## config.mk

```make
export PLATFORM = sky130hd
export DESIGN_NAME = t03_instr_fetcher
export DESIGN_NICKNAME = d
export VERILOG_FILES = /design/src/rtl/t03_fetch_pkg.sv /design/src/rtl/t03_fetch_pending.sv /design/src/rtl/t03_instr_fetcher.sv
export SDC_FILE = /design/constraint.sdc
export NUM_CORES = 1
export LEC_CHECK = 0
export CAP_MARGIN = 20
export CELL_PAD_IN_SITES_DETAIL_PLACEMENT = 0
export CELL_PAD_IN_SITES_GLOBAL_PLACEMENT = 1
export CORE_UTILIZATION = 39
export CTS_BUF_LIST = sky130_fd_sc_hd__clkbuf_8
export DETAILED_ROUTE_END_ITERATION = 7
export PLACE_DENSITY_LB_ADDON = 0.1
export SLEW_MARGIN = 0
export SYNTH_ARGS = -nofsm -noshare
export SYNTH_HDL_FRONTEND = slang
export SYNTH_HIERARCHICAL = 1
export SYNTH_SLANG_ARGS = --single-unit
export TNS_END_PERCENT = 5
```

## constraint.sdc

```tcl
create_clock -name clk -period 4.5 [get_ports clk]
set_clock_uncertainty 0.1 [all_clocks]
set_input_delay 1.125 -clock clk [delete_from_list [all_inputs] [get_ports clk]]
set_output_delay 1.125 -clock clk [all_outputs]
set_load 0.005 [all_outputs]
```

## src/rtl/t03_fetch_pkg.sv

```systemverilog
// Shared types and constants for the t03 instruction fetch controller.
package t03_fetch_pkg;

  typedef enum logic [1:0] {
    IDLE = 2'd0,
    REQ  = 2'd1,
    DONE = 2'd2
  } fetch_state_t;

  localparam logic [31:0] T03_NOP_INSTR = 32'h0000_0013;

  localparam int unsigned T03_TIMEOUT_CYCLES_DEF = 16;

  // Watchdog counter runs 0 .. cycles-1 while a request is outstanding.
  function automatic int unsigned t03_cnt_width(input int unsigned cycles);
    return (cycles < 2) ? 1 : $clog2(cycles);
  endfunction

endpackage

```

## src/rtl/t03_fetch_pending.sv

```systemverilog
// One-deep, last-wins fetch address buffer; a set in the same cycle as a consume keeps the new entry.
module t03_fetch_pending
  (
    input  logic        clk,
    input  logic        rst,
    input  logic        set,
    input  logic [31:0] set_addr,
    input  logic        consume,
    output logic        pend_v,
    output logic [31:0] pend_addr
  );

  always_ff @(posedge clk) begin
    if (rst) begin
      pend_v    <= 1'b0;
      pend_addr <= '0;
    end else if (set) begin
      pend_v    <= 1'b1;
      pend_addr <= set_addr;
    end else if (consume) begin
      pend_v    <= 1'b0;
    end
  end

endmodule

```

## src/rtl/t03_instr_fetcher.sv

```systemverilog
// Instruction fetch controller: single-beat memory reads, freeze while outstanding, one buffered redirect.
// Optional watchdog compiled in with T03_FETCH_TIMEOUT_EN.
module t03_instr_fetcher
  import t03_fetch_pkg::*;
  #(
    parameter logic [31:0] RESET_PC       = 32'h0000_0000,
    parameter int unsigned TIMEOUT_CYCLES = T03_TIMEOUT_CYCLES_DEF
  )
  (
    input  logic        clk,
    input  logic        rst,
    input  logic [31:0] pc_next,
    input  logic        pc_load,
    output logic        mem_req,
    output logic [31:0] mem_addr,
    input  logic        mem_ack,
    input  logic [31:0] mem_rdata,
    output logic [31:0] instruction_out,
    output logic        freezeInstr,
    output logic        instr_valid,
    output logic        fetch_busy,
    output logic        fetch_err
  );

  if (TIMEOUT_CYCLES < 2) begin : g_bad_timeout
    $error("TIMEOUT_CYCLES must be at least 2");
  end

  fetch_state_t state, state_n;
  logic         boot_pend;
  logic         pend_v;
  logic [31:0]  pend_addr;
  logic         pend_set;
  logic         pend_consume;
  logic         launch;
  logic [31:0]  launch_addr;
  logic         publish;
  logic [31:0]  publish_data;
  logic         timeout;

  t03_fetch_pending u_pending (
    .clk       (clk),
    .rst       (rst),
    .set       (pend_set),
    .set_addr  (pc_next),
    .consume   (pend_consume),
    .pend_v    (pend_v),
    .pend_addr (pend_addr)
  );

`ifdef T03_FETCH_TIMEOUT_EN
  localparam int unsigned CNT_W = t03_cnt_width(TIMEOUT_CYCLES);

  logic [CNT_W-1:0] to_cnt;
  logic             err_q;

  // An ack on the final allowed cycle still wins over the timeout.
  assign timeout   = (state == REQ) && !mem_ack && (to_cnt == CNT_W'(TIMEOUT_CYCLES - 1));
  assign fetch_err = err_q;

  always_ff @(posedge clk) begin
    if (rst) begin
      to_cnt <= '0;
      err_q  <= 1'b0;
    end else begin
      if (launch) begin
        to_cnt <= '0;
      end else if (state == REQ) begin
        to_cnt <= to_cnt + CNT_W'(1);
      end
      if (timeout) begin
        err_q <= 1'b1;
      end
    end
  end
`else
  assign timeout   = 1'b0;
  assign fetch_err = 1'b0;
`endif

  assign fetch_busy = (state == REQ) || pend_v;

  always_comb begin
    state_n      = state;
    launch       = 1'b0;
    launch_addr  = pend_addr;
    pend_set     = 1'b0;
    pend_consume = 1'b0;
    publish      = 1'b0;
    publish_data = mem_rdata;
    unique case (state)
      IDLE: begin
        // A fresh pc_load supersedes any older buffered redirect.
        if (pc_load) begin
          launch       = 1'b1;
          launch_addr  = pc_next;
          pend_consume = pend_v;
        end else if (pend_v) begin
          launch       = 1'b1;
          launch_addr  = pend_addr;
          pend_consume = 1'b1;
        end else if (boot_pend) begin
          launch       = 1'b1;
          launch_addr  = RESET_PC;
        end
        if (launch) begin
          state_n = REQ;
        end
      end
      REQ: begin
        pend_set = pc_load;
        if (mem_ack) begin
          publish      = 1'b1;
          publish_data = mem_rdata;
          state_n      = DONE;
        end else if (timeout) begin
          publish      = 1'b1;
          publish_data = T03_NOP_INSTR;
          state_n      = DONE;
        end
      end
      DONE: begin
        pend_set = pc_load;
        if (pend_v) begin
          launch       = 1'b1;
          launch_addr  = pend_addr;
          pend_consume = 1'b1;
          state_n      = REQ;
        end else begin
          state_n = IDLE;
        end
      end
      default: state_n = IDLE;
    endcase
  end

  always_ff @(posedge clk) begin
    if (rst) begin
      state           <= IDLE;
      boot_pend       <= 1'b1;
      mem_req         <= 1'b0;
      freezeInstr     <= 1'b0;
      mem_addr        <= RESET_PC;
      instruction_out <= T03_NOP_INSTR;
      instr_valid     <= 1'b0;
    end else begin
      state       <= state_n;
      mem_req     <= (state_n == REQ);
      freezeInstr <= (state_n == REQ);
      instr_valid <= publish;
      if (launch) begin
        boot_pend <= 1'b0;
        mem_addr  <= launch_addr;
      end
      if (publish) begin
        instruction_out <= publish_data;
      end
    end
  end

endmodule

```

==> flow_metrics.tcl, run 1 <==
set metrics [dict create \
    fin_util 0.557 \
    fin_crit_sh 0.674 \
    num_rows 37 \
    gp_congestion 0.729 \
    synth_nets 498 \
    cts_buffers 9 \
    grt_pass1_wl_um 15700 \
    p_leak_nw 2.14 \
    yosysUniqueCellTypes 33 \
    end_kind "primary output" \
    drt_drc_violations_left 0 \
    synth_edf_count 0 \
    grt_overflow 0 \
    insertedDiodeCount 0 \
    grt_pass1_vias 3201 \
    syn_to_final_growth_pct 36.3 \
    synth_common_cells "dfxtp_1 (102), nand2_1 (65), nor2_1 (65)" \
    max_slew_margin 0.483 \
    critPathKind "register to primary output" \
    finalSetupViolCount 0 \
    multiInputGateArea_mm2 0.00196 \
    crit_path_start_kind "register" \
    drt_wl_total_um 9900 \
    r2r-start "state[1]" \
    synthArstFlopShare 0 \
    max_freq_mhz 330 \
    dp_hpwl_um 6570 \
    synth.area.top_cells "dfxtp_1 (48%), a221oi_2 (10%), mux2i_1 (7.5%)" \
    synth_flop_cell "dfxtp_1" \
    antenna_found_initial 0 \
    synth.yosys.seq_area_share 0.475 \
    regArea_mm2 0.00204 \
    yosys.cell_count.top_type "dfxtp_1" \
    final_cell_count_no_fill 683 \
    cts_tree "done" \
    cts_root_buffer "clkbuf_8" \
    r2r-end "mem_addr[4]" \
    cp_max_fo 5 \
    netlist.area_leader.share 0.475 \
    crit_end "fetch_busy" \
    synth_top_cell_by_area "dfxtp_1" \
    syn_area_mm2 0.00430 \
    dieArea_mm2 0.0114 \
    hold_violations 0 \
    syn-mean-instance-area_um2 10.1 \
    status "completed" \
    io_pins 137 \
    ant_nets 0 \
    drive_gt1_frac 0.166 \
    cts_buffer_depth 2 \
    fin_nets 616 \
    h-tree-depth 3 \
    ys_warn_count 6 \
    path_clk_slew_ns 0.10 \
    synthesis.instances 426 \
    fillers 927 \
    wire_per_inst_um 14.5 \
    vdd_drop_max_mv 0.187 \
    grt_use_total 0.174 \
    port_buffers 135 \
    die_y_um 107 \
    critPathRequiredTime_ns 3.27 \
    cap_violations 0 \
    drt_iter0_drc 129 \
    die_w_um 107 \
    crit_arrival_ns 1.81 \
    holdBufCountCts 0 \
    period_needed_ns 3.03 \
    tightest_slew_ns 0.772 \
    synth-seq-cells 102 \
    maxSlewViolCount 0 \
    timing.critical_path.from "state[1]" \
    powerDensity_mw_per_mm2 431 \
    vias 3336 \
    insertion_delay_ns 0.35 \
    cts_setup_buffers 0 \
    tns_ns 0 \
    grt_max_degree 60 \
    clock_sinks 102 \
    rsz0062_at_grt "no" \
    hold_path_class "register to register" \
    firstDrtPassIters 4 \
    r2r_setup_slack_ns 2.27 \
    whs_path_depth 2 \
    dp.cells 668 \
    initial_core_util 0.409 \
    vias_per_cell 4.88 \
    core_area_mm2 0.0105 \
    cts_resized 0 \
    rr_worst_depth 6 \
]
==> report_power, final <==
part	switching (mW)	total, mW	internal [mW]
clock	0.299	0.661	0.362
sequential	0.0632	1.08	1.02
combinational	0.386	0.785	0.399
==> per-stage QoR <==
stage	setup slack [ns]	hold WS, ns	instance area, um^2	power [mW]
2_1_floorplan	2.36	0.343	4300	1.60
3_3_place_gp	1.37	0.341	5600	1.88
3_5_place_dp	1.33	0.347	5600	1.89
4_1_cts	1.43	0.361	5830	2.55
5_1_grt	1.34	0.377	5860	2.67
6_report	1.47	0.357	5860	2.53
==> metal layers <==
metal | track usage | share of wire
met1 | 0.216 | 0.45
met5 | 0 | 0
met4 | 0.0528 | 0.0078
met3 | 0.0584 | 0.071
met2 | 0.282 | 0.47
==> cell usage in the layout (no fill, tap or decap), types with 2 or more instances in the layout <==
master / instances
clkdlybuf4s50_1: 134
nor2_1: 65
mux2i_1: 32
a221oi_1: 2
a21oi_1: 30
and2_2: 2
nand2_1: 65
a221oi_2: 30
nor3_1: 4
clkbuf_8: 9
bufinv_16: 3
ha_1: 4
nor3_2: 29
buf_4: 10
nor2b_1: 2
and2_1: 2
nand3b_1: 3
dfxtp_1: 102
inv_1: 4
==> area by class of cell <==
| class | count | area share |
|---|---|---|
| Sequential cell | 102 | 0.349 |
| Multi-Input combinational cell | 283 | 0.335 |
| Timing Repair Buffer | 145 | 0.247 |
| Tap cell | 136 | 0.0291 |
| Clock buffer | 9 | 0.0211 |
| Clock inverter | 5 | 0.0173 |
| Inverter | 3 | 0.00192 |
==> kinds of logic (layout without fill, tap and decap cells) <==
logic type,count (synthesis),in the layout,synth area share
multiplexers,32,32,0.0745
flip-flops,102,102,0.475
buffers and inverters,41,162,0.0699
other,1,1,0.000873
AO/OA/AOI/OAI,70,70,0.161
adder cells (fa/ha/maj),4,4,0.0116
AND/OR/NAND/NOR,176,176,0.206
==> flip-flops by register name, summed over array words and instances (netlist names) <==
register and count:
boot_pend 1, freezeInstr 1, instr_valid 1, instruction_out 32
mem_addr 32, state 2, u_pending/pend_addr 32, u_pending/pend_v 1
==> worst min-delay path by stage <==
| stage | slack (ns) | end | start |
|---|---|---|---|
| 2_1_floorplan | 0.34 | boot_pend | boot_pend |
| 3_5_place_dp | 0.35 | instruction_out[16] | instruction_out[16] |
| 5_1_grt | 0.38 | instruction_out[30] | instruction_out[30] |
| 3_3_place_gp | 0.34 | instruction_out[20] | instruction_out[20] |
| 4_1_cts | 0.36 | instruction_out[16] | instruction_out[16] |
| 6_report | 0.36 | instruction_out[16] | instruction_out[16] |
==> worst max-delay path, stage by stage (launching register included) <==
cell             delay (ns)
dfxtp_1                0.39
inv_1                  0.08
ha_1                   0.22
or2_2                  0.29
clkdlybuf4s50_1        0.48
No activity file was read; power rests on OpenSTA's default activity.
==> run 2: changes to the inputs <==
Settings changed: CORE_UTILIZATION 39 to 32.
Clock period 4.5 ns to 2.6 ns, I/O delays scaled along.
==> run 2 against run 1 <==
  * First-iteration DRC count shrank 6.2%
  * Count of clock-buffer cells in the layout increased by 1
  * Cell count grew 5.9%
  * Wire length is 9.0% higher
  * Largest power group unchanged
  * Via count is 1.5% higher
  * Total power is 70% higher
==> flow_metrics.tcl, run 2 (same netlist as run 1, synthesis figures left out) <==
set metrics [dict create \
    status "completed" \
    r2r-end "mem_addr[11]" \
    rsz0062_at_grt "no" \
    firstDrtPassIters 4 \
    core_area_mm2 0.0129 \
    drive_gt1_frac 0.176 \
    cts_buffers 9 \
    path_clk_slew_ns 0.09 \
    ant_nets 0 \
    cts_root_buffer "clkbuf_8" \
    path_cells "inv_1, ha_1, or2_2, dlymetal6s2s_1" \
    insertion_delay_ns 0.37 \
    num_rows 41 \
    grt_overflow 0 \
    die_y_um 118 \
    die_w_um 118 \
    grt_pass1_vias 3421 \
    h-tree-depth 3 \
    grt_use_total 0.164 \
    final_cell_mix "clkdlybuf4s50_1 (133), dfxtp_1 (101), nor2_1 (65), nand2_1 (65), mux2i_1 (32)" \
    drt_drc_violations_left 0 \
    crit_arrival_ns 1.47 \
    end_kind "primary output" \
    max_freq_mhz 451 \
    cts_setup_buffers 0 \
    cap_violations 0 \
    grt_pass1_wl_um 17900 \
    postLayoutCellArea_mm2 0.00595 \
    dp.cells 707 \
    gp_congestion 0.678 \
    fin_ws_ns 0.383 \
    p_leak_nw 2.17 \
    hold-worst-slack_ns 0.356 \
    initial_core_util 0.334 \
    port_buffers 135 \
    r2r_setup_slack_ns 0.59 \
    vdd_drop_max_mv 0.439 \
    regArea_mm2 0.00204 \
    largestRegisters "instruction_out x32, mem_addr x32, u_pending/pend_addr x32" \
    hold_violations 0 \
    critPathRequiredTime_ns 1.85 \
    r2r-start "state[0]" \
    crit_path_start_kind "register" \
    critPathKind "register to primary output" \
    slowest_stage "dfxtp_2" \
    dp_hpwl_um 7150 \
    cts_tree "done" \
    crit_buf_inv 2 \
    vias 3385 \
    grt_max_degree 38 \
    tns_ns 0 \
    vias_per_cell 4.68 \
    layout_commonest_cell "clkdlybuf4s50_1" \
    crit_cells 4 \
    drt_wl_total_um 10800 \
    critPathMaxStageDelay_ns 0.36 \
    insertedDiodeCount 0 \
    fin_crit_sh 0.853 \
    multiInputGateArea_mm2 0.00196 \
    final_cell_count_no_fill 723 \
    rr_worst_depth 6 \
    fin_nets 618 \
    dieArea_mm2 0.0139 \
    fin_util 0.462 \
    max_slew_margin 0.527 \
    syn_to_final_growth_pct 38.5 \
    period_needed_ns 2.22 \
    place_area_mm2 0.00575 \
    wire_per_inst_um 14.9 \
    clock_sinks 102 \
    fillers 1252 \
    p_total_mw 4.30 \
    antenna_found_initial 0 \
    tightest_slew_ns 0.709 \
    cp_max_fo 5 \
    hold_path_class "register to register" \
    maxSlewViolCount 0 \
    drt_iter0_drc 121 \
    dp_slack_ns 0.122 \
    whs_path_depth 2 \
    powerDensity_mw_per_mm2 723 \
    cts_buffer_depth 2 \
    worstHoldEndpoint "instruction_out[16]" \
    io_pins 137 \
    finalSetupViolCount 0 \
    hold_start "instruction_out[16]" \
    cpLargestDelayFamily "flip-flops" \
]
run 2: changes by cell type in the layout (fill, tap and decap cells not counted), sizes merged:
| cell | previous run | this run |
|---|---|---|
| bufinv | 3 | 1 |
| inv | 4 | 3 |
| buf | 11 | 13 |
| clkdlybuf4s50 | 134 | 133 |
| dlymetal6s2s | 0 | 1 |
| clkbuf | 9 | 10 |
| clkinv | 0 | 4 |
run 2: worst register-to-register path, cell delays in order, from the launching register on:
cell and delay [ns]:
dfxtp_1 0.35, inv_1 0.09, ha_1 0.36, and2_2 0.51, buf_12 0.26, a221oi_1 0.11, nor3_1 0.16
run 2: what timing repair did:
item / in CTS / in global routing
hold buffers: 0 / 0
endpoints found under the setup margin: 1 / 1
gates resized for setup: 1 / 1
run 2: worst max-delay path by stage:
stage          slack (ns)  startpoint            to
6_report             0.38    state[1]    fetch_busy
5_1_grt              0.26    state[1]    fetch_busy
4_1_cts              0.02    state[1]    fetch_busy
3_5_place_dp         0.12     pc_load  mem_addr[25]
3_3_place_gp         0.18     pc_load  mem_addr[30]
2_1_floorplan        0.92    state[0]   mem_addr[0]
run 2: area by class of cell:
class                      instances  share of cell area
clock buffer                      10              0.0231
sequential                       102               0.343
clock inverter                     6              0.0103
multi-input combinational        283               0.330
inverter                           3             0.00189
timing repair buffer             147               0.255
tap                              172              0.0362
run 2: where the power goes:
part	total (mW)	internal (mW)	switching, mW
Sequential	1.87	1.76	0.113
Combinational	1.42	0.722	0.696
Clock	1.01	0.468	0.544
Total	4.30	2.95	1.35
run 2: routing by layer:
layer  GRT usage  routed length, um
met3      0.0722                786
met5           0                  0
met2       0.276               5170
met4      0.0465                150
met1       0.188               4670
==> run 3: changes to the inputs <==
Settings changed: CORE_ASPECT_RATIO set to 1.5.
==> run 3 against run 2 <==
  * Worst setup slack better by 0.0081 ns
  * Critical path depth stayed put
  * Cell count is 1.8% lower
  * First-iteration DRC count fell by 8.3%
  * Global-route usage decreased by 0.90 points
  * Wire length shrank 1.2%
  * Non-clock buffer count is the same
  * Die area about the same
  * Total power up 0.80%
  * Core utilization decreased by 0.55 points
  * Clock power up 4%
  * Critical path type unchanged
  * Highest routed layer unchanged
==> flow_metrics.tcl, run 3 (same netlist as run 1, synthesis figures left out) <==
set metrics [dict create \
    grt_pass1_wl_um 17000 \
    powerDensity_mw_per_mm2 730 \
    path_clk_slew_ns 0.09 \
    path_cells "inv_1, ha_1, or2_2, dlymetal6s2s_1" \
    drt_drc_violations_left 0 \
    syn_to_final_growth_pct 38.3 \
    crit_arrival_ns 1.46 \
    dieArea_mm2 0.0139 \
    finalSetupViolCount 0 \
    dp_slack_ns 0.153 \
    fin_nets 618 \
    cts_buffers 9 \
    wire_per_inst_um 15.0 \
    rsz0062_at_grt "no" \
    vdd_drop_max_mv 0.238 \
    grt_max_degree 43 \
    period_needed_ns 2.21 \
    fin_ws_ns 0.392 \
    status "completed" \
    num_rows 51 \
    crit_cells 4 \
    firstDrtPassIters 4 \
    maxSlewViolCount 0 \
    h-tree-depth 3 \
    gp_congestion 0.709 \
    layout_commonest_cell "clkdlybuf4s50_1" \
    internal-power_mw 2.98 \
    antenna_found_initial 0 \
    drt_iter0_drc 111 \
    end_kind "primary output" \
    vias 3392 \
    critPathRequiredTime_ns 1.85 \
    cts_buffer_depth 2 \
    cp_max_fo 5 \
    crit_path_start_kind "register" \
    largestRegisters "instruction_out x32, mem_addr x32, u_pending/pend_addr x32" \
    seq_power_share 0.432 \
    max_slew_margin 0.528 \
    die_y_um 144 \
    cts_setup_buffers 0 \
    p_clk_frac 0.242 \
    hold_path_class "register to register" \
    tns_ns 0 \
    final_cell_mix "clkdlybuf4s50_1 (133), dfxtp_1 (101), nor2_1 (65), nand2_1 (65), mux2i_1 (32)" \
    insertedDiodeCount 0 \
    insertion_delay_ns 0.36 \
    drive_gt1_frac 0.176 \
    p_sw_frac 0.313 \
    rr_worst_depth 6 \
    p_leak_nw 2.17 \
    whs_path_depth 2 \
    port_buffers 135 \
    critPathMaxStageDelay_ns 0.36 \
    die_w_um 96.6 \
    drt_wl_total_um 10700 \
    cap_violations 0 \
    tightest_slew_ns 0.709 \
    dp_hpwl_um 7110 \
    grt_pass1_vias 3418 \
    grt_use_total 0.155 \
    cts_tree "done" \
    p_sw_mw 1.36 \
    power_frac_comb 0.326 \
    critPathKind "register to primary output" \
    cpLargestDelayFamily "flip-flops" \
    initial_core_util 0.330 \
    max_freq_mhz 453 \
    crit_buf_inv 2 \
    cts_root_buffer "clkbuf_8" \
    ant_nets 0 \
    core_area_mm2 0.0130 \
    fin_crit_sh 0.849 \
    grt_overflow 0 \
    io_pins 137 \
    vias_per_cell 4.78 \
    slowest_stage "dfxtp_2" \
    hold_violations 0 \
    clock_sinks 102 \
]
[run 3: cell count changes in the layout (fill, tap and decap cells not counted)]
cell	previous run	this run
clkinv_2	3	1
clkinvlp_4	1	3
clkbuf_8	10	11
clkinv_4	1	0
[run 3: final cells by class]
| cell class | instances | area, um^2 |
|---|---|---|
| inverters | 3 | 11.3 |
| clock inverters | 5 | 57.6 |
| multi-input cells | 283 | 1960 |
| well taps | 159 | 199 |
| clock buffers | 11 | 151 |
| fillers | 1330 | 7070 |
| repair buffers | 147 | 1520 |
| flip-flops and latches | 102 | 2040 |
[run 3: power by group through the flow]
stage                     logic [mW]  clock network [mW]  registers, mW
after floorplan                0.868                   0           1.91
after global placement          1.43                   0           1.91
after detailed placement        1.44                   0           1.91
after CTS                       1.44                1.10           1.88
after global routing            1.54                1.16           1.90
final                           1.41                1.05           1.87
[run 3: path summary, 6_finish.rpt]
check | from | slack, ns | endpoint
min | instruction_out[21] | 0.36 | instruction_out[21]
min reg2reg | instruction_out[21] | 0.36 | instruction_out[21]
max reg2reg | state[0] | 0.62 | mem_addr[19]
max | state[1] | 0.39 | fetch_busy
[run 3: timing repair]
item                                    in CTS  in global routing
resized for setup                            1                  1
endpoints found under the setup margin       1                  1
endpoints found under the hold margin        0                  0
hold buffers                                 0                  0
[run 3: routing by layer]
| metal | global-route usage | vias to the layer above | routed length, um |
|---|---|---|---|
| met5 | 0 | - | 0 |
| met2 | 0.268 | 88 | 5240 |
| met1 | 0.176 | 1597 | 4630 |
| met3 | 0.0506 | 10 | 643 |
| met4 | 0.0660 | 0 | 146 |
| li1 | - | 1697 | - |
[run 3: metrics by stage]
| step | total power, mW | util | hold slack [ns] | area [um^2] | instances |
|---|---|---|---|---|---|
| final | 4.34 | 0.457 | 0.355 | 5940 | 710 |
| after floorplan | 2.78 | - | 0.343 | 4300 | 426 |
| after detailed placement | 3.35 | 0.440 | 0.348 | 5730 | 694 |
| after global routing | 4.60 | 0.457 | 0.377 | 5940 | 710 |
| after CTS | 4.42 | 0.456 | 0.360 | 5940 | 710 |
| after global placement | 3.33 | 0.440 | 0.342 | 5730 | 694 |
[run 3: worst min-delay path: cells and delay by family (launching register included)]
kind,cells,cell delay (ns)
AO/OA/AOI/OAI,1,0.05
AND/OR/NAND/NOR,1,0.05
flip-flops,1,0.32
